File: src/rtl/veririsc_controller.sv
// Instruction sequencer for the 8-bit CPU: an 8-phase fetch/execute walk plus
// halt/resume and a global stall. All datapath strobes are decoded combinationally.
module veririsc_controller #(
  parameter int OPCODE_W = 3
) (
  input  logic                clk,
  input  logic                rst_,
  input  logic                enable,
  input  logic                resume,
  input  logic [OPCODE_W-1:0] opcode,
  input  logic                zero,
  output logic                sel,
  output logic                rd,
  output logic                ld_ir,
  output logic                inc_pc,
  output logic                ld_pc,
  output logic                ld_ac,
  output logic                wr,
  output logic                data_e,
  output logic                halt,
  output logic [2:0]          phase
);

  typedef enum logic [2:0] {
    INST_ADDR  = 3'd0,
    INST_FETCH = 3'd1,
    INST_LOAD  = 3'd2,
    IDLE       = 3'd3,
    OP_ADDR    = 3'd4,
    OP_FETCH   = 3'd5,
    ALU_OP     = 3'd6,
    STORE      = 3'd7
  } phase_t;

  localparam logic [OPCODE_W-1:0] OP_HLT = OPCODE_W'(0);
  localparam logic [OPCODE_W-1:0] OP_SKZ = OPCODE_W'(1);
  localparam logic [OPCODE_W-1:0] OP_ADD = OPCODE_W'(2);
  localparam logic [OPCODE_W-1:0] OP_AND = OPCODE_W'(3);
  localparam logic [OPCODE_W-1:0] OP_XOR = OPCODE_W'(4);
  localparam logic [OPCODE_W-1:0] OP_LDA = OPCODE_W'(5);
  localparam logic [OPCODE_W-1:0] OP_STO = OPCODE_W'(6);
  localparam logic [OPCODE_W-1:0] OP_JMP = OPCODE_W'(7);

  phase_t phase_q, phase_d;
  logic   halted_q, halted_d;
  logic   aluop;

  assign aluop = (opcode == OP_ADD) || (opcode == OP_AND) ||
                 (opcode == OP_XOR) || (opcode == OP_LDA);
  assign phase = phase_q;

  always_ff @(posedge clk or negedge rst_) begin
    if (!rst_) begin
      phase_q  <= INST_ADDR;
      halted_q <= 1'b0;
    end else begin
      phase_q  <= phase_d;
      halted_q <= halted_d;
    end
  end

  // Next state: halted entry freezes phase at OP_ADDR; resume re-enters at OP_FETCH.
  always_comb begin
    phase_d  = phase_q;
    halted_d = halted_q;
    if (enable) begin
      if (halted_q) begin
        if (resume) begin
          halted_d = 1'b0;
          phase_d  = OP_FETCH;
        end
      end else if (phase_q == OP_ADDR && opcode == OP_HLT) begin
        halted_d = 1'b1;
      end else begin
        phase_d = phase_t'(phase_q + 3'd1);
      end
    end
  end

  always_comb begin
    sel    = 1'b0;
    rd     = 1'b0;
    ld_ir  = 1'b0;
    inc_pc = 1'b0;
    ld_pc  = 1'b0;
    ld_ac  = 1'b0;
    wr     = 1'b0;
    data_e = 1'b0;
    halt   = 1'b0;
    if (halted_q) begin
      halt = 1'b1;
    end else begin
      case (phase_q)
        INST_ADDR:  sel = 1'b1;
        INST_FETCH: begin
          sel = 1'b1;
          rd  = 1'b1;
        end
        INST_LOAD, IDLE: begin
          sel   = 1'b1;
          rd    = 1'b1;
          ld_ir = 1'b1;
        end
        OP_ADDR: begin
          inc_pc = 1'b1;
          halt   = (opcode == OP_HLT);
        end
        OP_FETCH: rd = aluop;
        ALU_OP: begin
          rd     = aluop;
          inc_pc = (opcode == OP_SKZ) && zero;
          ld_pc  = (opcode == OP_JMP);
          data_e = (opcode == OP_STO);
        end
        STORE: begin
          rd     = aluop;
          ld_ac  = aluop;
          ld_pc  = (opcode == OP_JMP);
          wr     = (opcode == OP_STO);
          data_e = (opcode == OP_STO);
        end
        default: ;
      endcase
    end
    // Stall masks only the state-changing strobes; bus-facing ones stay decoded.
    if (!enable) begin
      ld_ir  = 1'b0;
      inc_pc = 1'b0;
      ld_pc  = 1'b0;
      ld_ac  = 1'b0;
      wr     = 1'b0;
    end
  end

endmodule

File: config.mk
export PLATFORM = sky130hd
export DESIGN_NAME = veririsc_controller
export DESIGN_NICKNAME = d
export VERILOG_FILES = /design/src/rtl/veririsc_controller.sv
export SDC_FILE = /design/constraint.sdc
export NUM_CORES = 1
export LEC_CHECK = 0
export BUFFER_PORTS_ARGS = -buffer_cell sky130_fd_sc_hd__buf_2
export CAP_MARGIN = 30
export CELL_PAD_IN_SITES_DETAIL_PLACEMENT = 0
export CELL_PAD_IN_SITES_GLOBAL_PLACEMENT = 2
export CORE_ASPECT_RATIO = 0.9
export CORE_MARGIN = 2
export CORE_UTILIZATION = 22
export DETAILED_ROUTE_END_ITERATION = 8
export GPL_ROUTABILITY_DRIVEN = 0
export PLACE_DENSITY_LB_ADDON = 0.08
export SLEW_MARGIN = 25
export SYNTH_ARGS = -nofsm -noshare
export SYNTH_HDL_FRONTEND = slang
export SYNTH_SLANG_ARGS = --single-unit
File: constraint.sdc
create_clock -name clk -period 1.35 [get_ports clk]
set_input_delay 0.0675 -clock clk [delete_from_list [all_inputs] [get_ports clk]]
set_output_delay 0.0675 -clock clk [all_outputs]
set_load 0.01 [all_outputs]
==> metrics <==
Tot GR Track Use=12.78%; core box area=1952 um2; WHS=roughly 0.032 ns; Mapped Area=460.4 um2; GRT overflow=0; flop2flop setup slack=-0.17 ns; hold depth=2; residual DRC count=0; Critical Path RT=1.28 ns; clock skew=0.004903 ns; Setup TNS=-2.454 ns; Post-synth ARST share=100.0%; Final ANT Viol Nets=0; Worst Hold Class=primary input to flip-flop; first-pass GRT wire length=approximately 2300 um; status=finished with violations; VDD IR max=0.0006942 V; total chip power=0.001882 W; RSZ-0062 raised after global routing=true; delay of the slowest cell on the worst path=between 0.4 and 0.5 ns; fin cells=122; Synth cell types=31; clock power share=under 10%; DIE WIDTH=52.23 um; max-cap viol count=0; sequential share of the synthesized area=between 20% and 30%; crit-path max FO=4; Final Hold Viols=0; top cells by area, synth=dfrtp_1 22%, ha_1 16%, a31oi_1 5.4%; H-Tree Level Count=1; Final Max Tran Viols=0; CP arrival=~1.6 ns; worst-case reg-to-reg path depth=8; Detail Placement HPWL=1093 um; clk sinks=4; hold_sp=resume; DIE AREA=2475 um2; Synth top area share=21.74%; crit path launch type=flip-flop; Site Rows=15; worst hold endpoint=halted_q; cell total after placement=110; NetSw=about 0.00079 W; cell family with most CP delay=flip-flops; vias per cell=4.615; initial core utilization=23.59%; most common cell in the netlist=ha_1; internal power=approximately 0.0011 W; IO buf count=19; number of synthesized flops with an enable pin=0; io pins=20; DRT Pass-1 Iters=3; Die Y-Extent=roughly 47 um; critical path class=flip-flop to output pin; CTS tree=done; wire per inst=12.79 um; Cell Pwr Density=around 2100 nW/um2; top_reg_cell synth=dfrtp_1; Final setup violation count=13; via count=about 560; post-synthesis register bit count=4; vias in the first global route=approximately 510; Detailed Route WL=1560 um; relative slew slack=79.98%; failing checks=setup timing; Final #Nets=112; Layout area overhead=93.21%; LEAKAGE=0.4440 nW; ANT cells=0; power share of the combinational group=76.8%; Synth area leader=dfrtp_1; clock latency on the worst-skew pair=0.24 ns; Sequential Power Share=14.1%; final period utilization=124.0%; post-synth net total=66; Mapped Avg Cell Area=just under 9 um2; Sw Ratio=41.85%; largest net degree at the start of global routing=12; Post-synth top cells=6 x ha_1, 4 x a21oi_1, 4 x a31oi_1, 4 x dfrtp_1, 4 x inv_1; r2r endpoint=phase[0]; Mapped Cells=52; minimum clock period=1.675 ns; Worst setup EP type=output pin; Root Driver=clkbuf_4; Clock Pin Slew Worst Setup and Hold Paths=approximately 0.04 ns; CP bufs+invs=2; Synth Warn #=0; share of post-route cells with drive strength above 1=67.01%; crit path max-delay cell type=dfrtp_1; Max Clock Freq=597.2 MHz; FF-to-FF Start=phase[0]; worst slew pin tran=roughly 0.30 ns; worst path setup slack after routing=-0.3246 ns; clock buffer count from CTS=3; critical-path cell list=buf_6, ha_4, or3_4, a21oi_2, nor2_1, buf_2; Max clock buf depth=2; initial DRC count=7; initial antenna violation count=0
[final cells by class]
cell class,instances,area [um2]
Clock buffer,4,26.28
Tap cell,25,31.28
Timing Repair Buffer,43,296.5
Sequential cell,4,102.6
Fill cell,202,1062
Multi-Input combinational cell,42,415.4
Inverter,4,17.52
[routing by layer]
metal,vias to the layer above,GRT usage [%],wire [um]
met5,-,0,0
met4,0,0,0
met3,0,4.140,60
met2,13,19.75,723
met1,265,18.60,776
li1,285,-,-
[power by group through the flow]
stage / Sequential, W / Clock (W) / Combinational (W)
global route: 0.000277 / 0.000191 / 0.00155
CTS: 0.000266 / 0.000176 / 0.00133
global placement: 0.000246 / 0 / 0.00113
finish: 0.000266 / 0.000171 / 0.00145
floorplan: 0.000265 / 0 / 0.000538
detailed placement: 0.000246 / 0 / 0.00109
[worst register-to-register path, stage by stage (launching register included)]
cell     delay, ns
dfrtp_2       0.43
inv_4         0.07
ha_4          0.16
buf_4         0.13
buf_6         0.12
buf_6         0.11
buf_6         0.10
a21o_2        0.18
o311a_1       0.11
[through the flow]
stage / setup WS, ns / utilization, % / area, um2
after global placement: -0.1796 / 36.28 / 708.2
after detailed placement: -0.1465 / 36.28 / 708.2
after CTS: -0.3118 / 43.40 / 847.1
after global routing: -0.4187 / 45.58 / 889.6
final: -0.3246 / 45.58 / 889.6
after floorplan: -0.01635 / - / 470.5
[timing repair]
| item | in CTS | in global routing |
|---|---|---|
| setup buffers | 5 | 2 |
| hold buffers | 1 | 0 |
| endpoints found under the hold margin | 4 | 0 |
| pin swaps | 3 | 2 |
| gates resized for setup | 16 | 6 |
| endpoints found under the setup margin | 12 | 13 |
[kinds of logic (layout without fill, tap and decap cells)]
kind of cell | Yosys count | after routing | synth area share (%)
AND/OR/NAND/NOR | 18 | 18 | 26.91
adder cells (fa/ha/maj) | 6 | 6 | 16.30
XOR/XNOR | 1 | 1 | 1.903
buffers and inverters | 6 | 51 | 5.160
AO/OA/AOI/OAI | 17 | 17 | 27.99
flip-flops | 4 | 4 | 21.74
[cells in the final DEF (no fill, tap or decap), types with 2 or more instances in the layout]
master	count
a21o_1	2
a21oi_1	2
a21oi_2	2
a31oi_1	4
buf_2	19
buf_4	18
buf_6	5
clkbuf_4	3
dfrtp_1	2
dfrtp_2	2
ha_1	2
ha_4	3
inv_1	2
nand2_1	3
[worst max-delay path by stage]
stage | startpoint | to | slack (ns) | cells after the start
finish | phase[1] | sel | -0.32 | 6
global route | phase[1] | sel | -0.42 | 6
CTS | phase[1] | sel | -0.31 | 6
detailed placement | phase[0] | ld_pc | -0.15 | 6
global placement | phase[0] | inc_pc | -0.18 | 7
floorplan | phase[0] | sel | -0.02 | 5
[sequential cells by signal (all words and copies together) (netlist names)]
name and count:
phase 3, halted_q 1
Power figures use the tool's default switching activity.
